**src/rtl/result_display.sv**
```systemverilog
// Blackjack result display: latches round outcome, holds final sums,
// drives six active-low 7-seg digits, result LED and saturating tallies.
package bj_pkg;
  localparam logic [3:0] S_RESET       = 4'd0;
  localparam logic [3:0] S_DEAL_PLAYER = 4'd1;
  localparam logic [3:0] S_DEAL_DEALER = 4'd2;
  localparam logic [3:0] S_PLAYER_TURN = 4'd3;
  localparam logic [3:0] S_DEALER_TURN = 4'd4;
  localparam logic [3:0] S_RESULT_WIN  = 4'd5;
  localparam logic [3:0] S_RESULT_LOSE = 4'd6;
  localparam logic [3:0] S_RESULT_TIE  = 4'd7;
  localparam logic [1:0] TURN_PLAYER   = 2'd0;
  localparam logic [1:0] TURN_DEALER   = 2'd1;
  localparam logic [1:0] TURN_NONE     = 2'd2;
endpackage

module result_display
  import bj_pkg::*;
#(
  parameter int HAND_W      = 5,
  parameter int STATE_W     = 4,
  parameter int HOLD_CYCLES = 150_000_000,
  parameter int BLINK_DIV   = 12_500_000
) (
  input  logic               i_clk,
  input  logic               i_reset_n,
  input  logic [HAND_W-1:0]  i_playerHandSum,
  input  logic [HAND_W-1:0]  i_dealerHandSum,
  input  logic [STATE_W-1:0] i_gameState,
  input  logic [1:0]         i_turn,
  input  logic               i_clearScore,
  output logic [6:0]         o_hex0,
  output logic [6:0]         o_hex1,
  output logic [6:0]         o_hex2,
  output logic [6:0]         o_hex3,
  output logic [6:0]         o_hex4,
  output logic [6:0]         o_hex5,
  output logic               o_resultValid,
  output logic [1:0]         o_result,
  output logic               o_resultLed,
  output logic [6:0]         o_wins,
  output logic [6:0]         o_losses,
  output logic [6:0]         o_ties
);

  localparam int HW = (HOLD_CYCLES > 1) ? $clog2(HOLD_CYCLES) : 1;
  localparam int BW = (BLINK_DIV > 1) ? $clog2(BLINK_DIV) : 1;
  localparam logic [6:0] BLANK = 7'h7F;
  localparam logic [6:0] DASH  = 7'b0111111;

  function automatic logic [6:0] seg(input logic [3:0] d);
    case (d)
      4'd0:    seg = 7'h40;
      4'd1:    seg = 7'h79;
      4'd2:    seg = 7'h24;
      4'd3:    seg = 7'h30;
      4'd4:    seg = 7'h19;
      4'd5:    seg = 7'h12;
      4'd6:    seg = 7'h02;
      4'd7:    seg = 7'h78;
      4'd8:    seg = 7'h00;
      4'd9:    seg = 7'h10;
      default: seg = BLANK;
    endcase
  endfunction

  // Tens blanked when zero, units always lit.
  function automatic logic [13:0] twoDig(input logic [6:0] v);
    logic [6:0] t;
    logic [6:0] u;
    t = v / 7'd10;
    u = v - t * 7'd10;
    twoDig = {(t == 7'd0) ? BLANK : seg(t[3:0]), seg(u[3:0])};
  endfunction

  function automatic logic [6:0] satInc(input logic [6:0] t);
    satInc = (t == 7'd99) ? t : t + 7'd1;
  endfunction

  logic [STATE_W-1:0] prevState;
  logic [HAND_W-1:0]  snapPlayer;
  logic [HAND_W-1:0]  snapDealer;
  logic [HW-1:0]      holdCnt;
  logic [BW-1:0]      blinkCnt;
  logic [1:0]         capCode;
  logic               capture;
  logic [HAND_W-1:0]  showPlayer;
  logic [HAND_W-1:0]  showDealer;
  logic               conceal;
  logic [13:0]        pDig;
  logic [13:0]        dDig;
  logic [13:0]        wDig;

  always_comb begin
    capCode = 2'b00;
    unique case (1'b1)
      (i_gameState == STATE_W'(S_RESULT_WIN)):  capCode = 2'b01;
      (i_gameState == STATE_W'(S_RESULT_LOSE)): capCode = 2'b10;
      (i_gameState == STATE_W'(S_RESULT_TIE)):  capCode = 2'b11;
      default:                                  capCode = 2'b00;
    endcase
  end

  assign capture = (capCode != 2'b00) && (i_gameState != prevState);

  always_ff @(posedge i_clk or negedge i_reset_n) begin
    if (!i_reset_n) begin
      prevState     <= STATE_W'(S_RESET);
      o_resultValid <= 1'b0;
      o_result      <= 2'b00;
      o_resultLed   <= 1'b0;
      snapPlayer    <= '0;
      snapDealer    <= '0;
      holdCnt       <= '0;
      blinkCnt      <= '0;
    end else begin
      prevState <= i_gameState;
      if (capture) begin
        o_resultValid <= 1'b1;
        o_result      <= capCode;
        o_resultLed   <= 1'b1;
        snapPlayer    <= i_playerHandSum;
        snapDealer    <= i_dealerHandSum;
        holdCnt       <= HW'(HOLD_CYCLES - 1);
        blinkCnt      <= '0;
      end else if (o_resultValid) begin
        if (holdCnt == '0) begin
          o_resultValid <= 1'b0;
          o_result      <= 2'b00;
          o_resultLed   <= 1'b0;
          blinkCnt      <= '0;
        end else begin
          holdCnt <= holdCnt - 1'b1;
          if (blinkCnt == BW'(BLINK_DIV - 1)) begin
            blinkCnt    <= '0;
            o_resultLed <= ~o_resultLed;
          end else begin
            blinkCnt <= blinkCnt + 1'b1;
          end
        end
      end
    end
  end

  // Clear dominates a coincident capture.
  always_ff @(posedge i_clk or negedge i_reset_n) begin
    if (!i_reset_n) begin
      o_wins   <= '0;
      o_losses <= '0;
      o_ties   <= '0;
    end else if (i_clearScore) begin
      o_wins   <= '0;
      o_losses <= '0;
      o_ties   <= '0;
    end else if (capture) begin
      if (capCode == 2'b01) o_wins   <= satInc(o_wins);
      if (capCode == 2'b10) o_losses <= satInc(o_losses);
      if (capCode == 2'b11) o_ties   <= satInc(o_ties);
    end
  end

  assign showPlayer = o_resultValid ? snapPlayer : i_playerHandSum;
  assign showDealer = o_resultValid ? snapDealer : i_dealerHandSum;
  assign conceal    = !o_resultValid && (i_turn == TURN_PLAYER);
  assign pDig = twoDig(7'(showPlayer));
  assign dDig = conceal ? {DASH, DASH} : twoDig(7'(showDealer));
  assign wDig = twoDig(o_wins);

  always_ff @(posedge i_clk or negedge i_reset_n) begin
    if (!i_reset_n) begin
      o_hex0 <= BLANK;
      o_hex1 <= BLANK;
      o_hex2 <= BLANK;
      o_hex3 <= BLANK;
      o_hex4 <= BLANK;
      o_hex5 <= BLANK;
    end else begin
      {o_hex1, o_hex0} <= pDig;
      {o_hex3, o_hex2} <= dDig;
      {o_hex5, o_hex4} <= wDig;
    end
  end

endmodule
```
**config.mk**
```make
export PLATFORM = sky130hd
export DESIGN_NAME = result_display
export DESIGN_NICKNAME = d
export VERILOG_FILES = /design/src/rtl/result_display.sv
export SDC_FILE = /design/constraint.sdc
export NUM_CORES = 1
export LEC_CHECK = 0
export ABC_AREA = 1
export BUFFER_PORTS_ARGS = -buffer_cell sky130_fd_sc_hd__buf_4
export CAP_MARGIN = 10
export CORE_MARGIN = 3
export CORE_UTILIZATION = 30
export CTS_BUF_LIST = sky130_fd_sc_hd__clkbuf_4 sky130_fd_sc_hd__clkbuf_8
export CTS_CLUSTER_DIAMETER = 200
export DETAILED_ROUTE_END_ITERATION = 10
export SKIP_CTS_REPAIR_TIMING = 1
export SLEW_MARGIN = 15
export SYNTH_ARGS = -nofsm -noshare
export SYNTH_HDL_FRONTEND = slang
export SYNTH_SLANG_ARGS = --single-unit
```
**constraint.sdc**
```tcl
create_clock -name i_clk -period 3.3 [get_ports i_clk]
set_input_delay 0.66 -clock i_clk [delete_from_list [all_inputs] [get_ports i_clk]]
set_output_delay 0.66 -clock i_clk [all_outputs]
set_load 0.005 [all_outputs]
```
==> impl_metrics.json <==
{
  "outcome": "completed",
  "worstReg2RegEnd": "o_hex2[6]",
  "fin_cells": 1426,
  "timing_worst_setup_path_type": "flop to flop",
  "synth.cells.most_frequent": "200 x sky130_fd_sc_hd__nand2_1, 115 x sky130_fd_sc_hd__inv_1, 99 x sky130_fd_sc_hd__nor2_1, 91 x sky130_fd_sc_hd__dfrtp_1, 70 x sky130_fd_sc_hd__o21ai_0",
  "synthesis.instances": 940,
  "setup_viol_count_final": 0,
  "worst_setup_hold_path_clk_slew_ps": 80,
  "cts_tree": "built",
  "synth_most_common_cell": "sky130_fd_sc_hd__nand2_1",
  "fin_worst_hold_slack_ps": 197,
  "detail_route.wl_per_cell_um": 12.5,
  "placement.cell_area_um2": 8970,
  "detail-route-antenna-nets": 0,
  "power_frac_seq": 0.402,
  "track_usage": 0.134,
  "io_buffers": 85,
  "synth_area_per_cell_um2": 8.07,
  "pin_count_of_the_biggest_net_entering_global_routing": 57,
  "final-max-slew-violation-count": 0,
  "h_tree_levels": 4,
  "final.min_clock_period_ps": 3260,
  "worstPathMaxFanout": 7,
  "antenna_cells_inserted": 0,
  "tightest_slew_ps": 560,
  "max_freq_ghz": 0.307,
  "number_of_global_route_vias_before_repair": 6298,
  "area_overhead_of_the_layout_relative_to_synthesis_pct": 27.7,
  "core_um2": 24600,
  "total_power_mw": 4.94,
  "drt_iter0_drc": 446,
  "cp-startpoint": "o_resultValid",
  "dieWidth_um": 165,
  "multi_input_area_um2": 3990,
  "yosysWarnings": 0,
  "totalWireLength_um": 17800,
  "cp-end-kind": "flop",
  "final.setup_skew_ps": 12.4,
  "synth_area_um2": 7590,
  "synth-edff-count": 0,
  "worstRegToRegCells": 20,
  "p_leak_nw": 4.54,
  "finalCritPeriodShare": 0.987,
  "internal_power_mw": 3.35,
  "cts.sinks": 130,
  "placementRows": 57,
  "synthTopCellsByArea": "sky130_fd_sc_hd__dfrtp_1 30%, sky130_fd_sc_hd__dfstp_2 14%, sky130_fd_sc_hd__nand2_1 9.9%",
  "place_inst": 1380,
  "globalRoute.totalOverflow": 0,
  "synth_top_area_frac": 0.300,
  "post_route_cells_drive_above_1_share": 0.299,
  "synth_seq_cells": 130,
  "grt_first_pass_wirelength_um": 29500,
  "worstSetupStartpointType": "flop",
  "regToRegSetupSlack_ps": 40,
  "cts.path.max_buffers": 2,
  "floorplan.initialDensity": 0.308,
  "cts_inserted_buffers": 17,
  "power_frac_clock": 0.274,
  "max-slew-margin-rel": 0.627,
  "number_of_unique_standard_cell_types_used_by_synthesis": 49,
  "design_area_um2": 9690,
  "timing.rr.start": "o_resultValid",
  "drcViolationCount": 0,
  "unrepaired_setup_endpoints_after_global_routing": "true",
  "cap_violations": 0,
  "worst_skew_pair.late_latency_ps": 440,
  "critical_path.endpoint": "o_hex2[6]",
  "comb_power_share": 0.324,
  "power_per_cell_area_nw_per_um2": 510,
  "peak_vdd_ir_mv": 0.226,
  "initial_antenna_violation_count": 0,
  "fillers": 2520,
  "drt-pass1-iter-count": 5,
  "hold_class": "primary input to asynchronous set/reset pin",
  "sequential_share_of_the_synthesized_area": 0.435,
  "final_nets": 1150,
  "finalWeightedCongestion": 0.827,
  "num_vias": 6606,
  "die_height_um": 165,
  "flip_flop_and_latch_area_um2": 3310,
  "post_drt_via_cell_ratio": 4.63,
  "synth_flop_cell": "sky130_fd_sc_hd__dfrtp_1",
  "boundaryPins": 86,
  "dpl.hpwl_um": 13000,
  "net-switching-power_mw": 1.60,
  "power_switching_share": 0.323,
  "yosysTopAreaCell": "sky130_fd_sc_hd__dfrtp_1",
  "clock_tree_root": "sky130_fd_sc_hd__clkbuf_8",
  "hold_viol_final": 0,
  "synthArstFlopShare": 1.00,
  "fp.dieArea_um2": 27200,
  "critical_path_required_ps": 3680,
  "worst-endpoint-arrival_ps": 3630
}
-- power groups by stage --
| stage | registers, mW | logic, mW | clock network [mW] |
|---|---|---|---|
| floorplan | 2.02 | 0.832 | 0 |
| global placement | 2.02 | 1.37 | 0 |
| detailed placement | 2.02 | 1.38 | 0 |
| CTS | 1.99 | 1.39 | 1.41 |
| global route | 2.02 | 1.82 | 1.48 |
| finish | 1.99 | 1.60 | 1.35 |
-- worst max-delay path: stages, from the launching register on --
cell                      delay [ps]
sky130_fd_sc_hd__dfrtp_1         430
sky130_fd_sc_hd__buf_12          160
sky130_fd_sc_hd__mux2i_4         260
sky130_fd_sc_hd__ha_2            220
sky130_fd_sc_hd__inv_2            40
sky130_fd_sc_hd__ha_4            150
sky130_fd_sc_hd__a21oi_4         150
sky130_fd_sc_hd__ha_4            150
sky130_fd_sc_hd__inv_2            30
sky130_fd_sc_hd__nor2_4           70
sky130_fd_sc_hd__o21a_1          120
sky130_fd_sc_hd__nand3_2          60
sky130_fd_sc_hd__nand2_2          70
sky130_fd_sc_hd__inv_2            50
sky130_fd_sc_hd__ha_4            150
sky130_fd_sc_hd__fa_2            360
sky130_fd_sc_hd__xnor2_2         140
sky130_fd_sc_hd__or2_1           240
sky130_fd_sc_hd__nand2_4         100
sky130_fd_sc_hd__nand2_4          80
sky130_fd_sc_hd__a21oi_2         140
-- layout by cell type (no fill, tap or decap), types with 4 or more instances in the layout --
cell type,netlist,routed
sky130_fd_sc_hd__o21a_1,5,5
sky130_fd_sc_hd__ha_2,0,4
sky130_fd_sc_hd__clkinv_2,0,4
sky130_fd_sc_hd__o21ai_2,5,9
sky130_fd_sc_hd__xor2_1,13,13
sky130_fd_sc_hd__inv_4,0,6
sky130_fd_sc_hd__nor2_1,99,97
sky130_fd_sc_hd__nor3_1,24,24
sky130_fd_sc_hd__nand2_4,8,11
sky130_fd_sc_hd__ha_1,39,29
sky130_fd_sc_hd__o21ai_1,5,4
sky130_fd_sc_hd__buf_4,4,140
sky130_fd_sc_hd__nand2_2,11,22
sky130_fd_sc_hd__nand4_1,21,21
sky130_fd_sc_hd__a21oi_1,33,32
sky130_fd_sc_hd__a31oi_1,4,4
sky130_fd_sc_hd__ha_4,0,6
sky130_fd_sc_hd__clkbuf_8,0,18
sky130_fd_sc_hd__dfrtp_1,91,88
sky130_fd_sc_hd__o21ai_0,70,65
sky130_fd_sc_hd__xnor2_1,8,6
sky130_fd_sc_hd__or2_1,5,5
sky130_fd_sc_hd__o31ai_1,6,6
sky130_fd_sc_hd__inv_2,9,20
sky130_fd_sc_hd__nor4_1,9,9
sky130_fd_sc_hd__inv_1,115,102
sky130_fd_sc_hd__nand3_2,5,9
sky130_fd_sc_hd__nand2_1,200,186
sky130_fd_sc_hd__nand3_1,64,60
sky130_fd_sc_hd__dfstp_2,39,39
-- area by class of cell --
class                   count  area share
well taps                 324      0.0418
clock buffers              19      0.0263
clock inverters            13      0.0136
multi-input cells         670       0.411
repair buffers            145       0.117
inverters                 125      0.0489
flip-flops and latches    130       0.341
-- cells by family after synthesis --
family | Yosys count | share of synthesized area
and+or+nand+nor | 461 | 0.279
DFF | 130 | 0.435
adders and majority gates | 42 | 0.0722
muxes | 2 | 0.00264
other | 1 | 0.000494
buffers and inverters | 141 | 0.0750
xor gates and xnor gates | 22 | 0.0279
AOI/OAI and AO/OA | 141 | 0.107
-- sequential cells by signal (all words and copies together), names as in the netlist, 6 cells and up --
name / count
o_wins: 7
o_hex2: 7
o_hex4: 7
o_losses: 7
holdCnt: 28
blinkCnt: 24
o_hex5: 7
o_ties: 7
o_hex0: 7
o_hex3: 6
-- worst min-delay path by stage --
stage	from	slack, ps	to	cells past startpoint
finish	i_reset_n	200	snapPlayer[2]	1
global placement	snapPlayer[2]	460	snapPlayer[2]	2
global route	i_reset_n	210	snapPlayer[2]	1
CTS	i_reset_n	190	snapPlayer[2]	1
floorplan	i_reset_n	360	blinkCnt[0]	0
detailed placement	snapPlayer[2]	460	snapPlayer[2]	2
-- per-stage QoR --
stage | worst slack (ps) | util | setup TNS, ps
floorplan | 0.735 | - | 0
global route | -148 | 0.394 | -1820
finish | 43.0 | 0.394 | 0
detailed placement | -124 | 0.365 | -1440
CTS | -44.5 | 0.380 | -336
global placement | -58.9 | 0.365 | -567
-- metal layers --
| metal | global-route usage | wire length, um |
|---|---|---|
| met2 | 0.222 | 8740 |
| met4 | 0.0385 | 212 |
| met5 | 0 | 0 |
| met1 | 0.177 | 8320 |
| met3 | 0.0278 | 536 |
(Power assumes the default switching activity.)
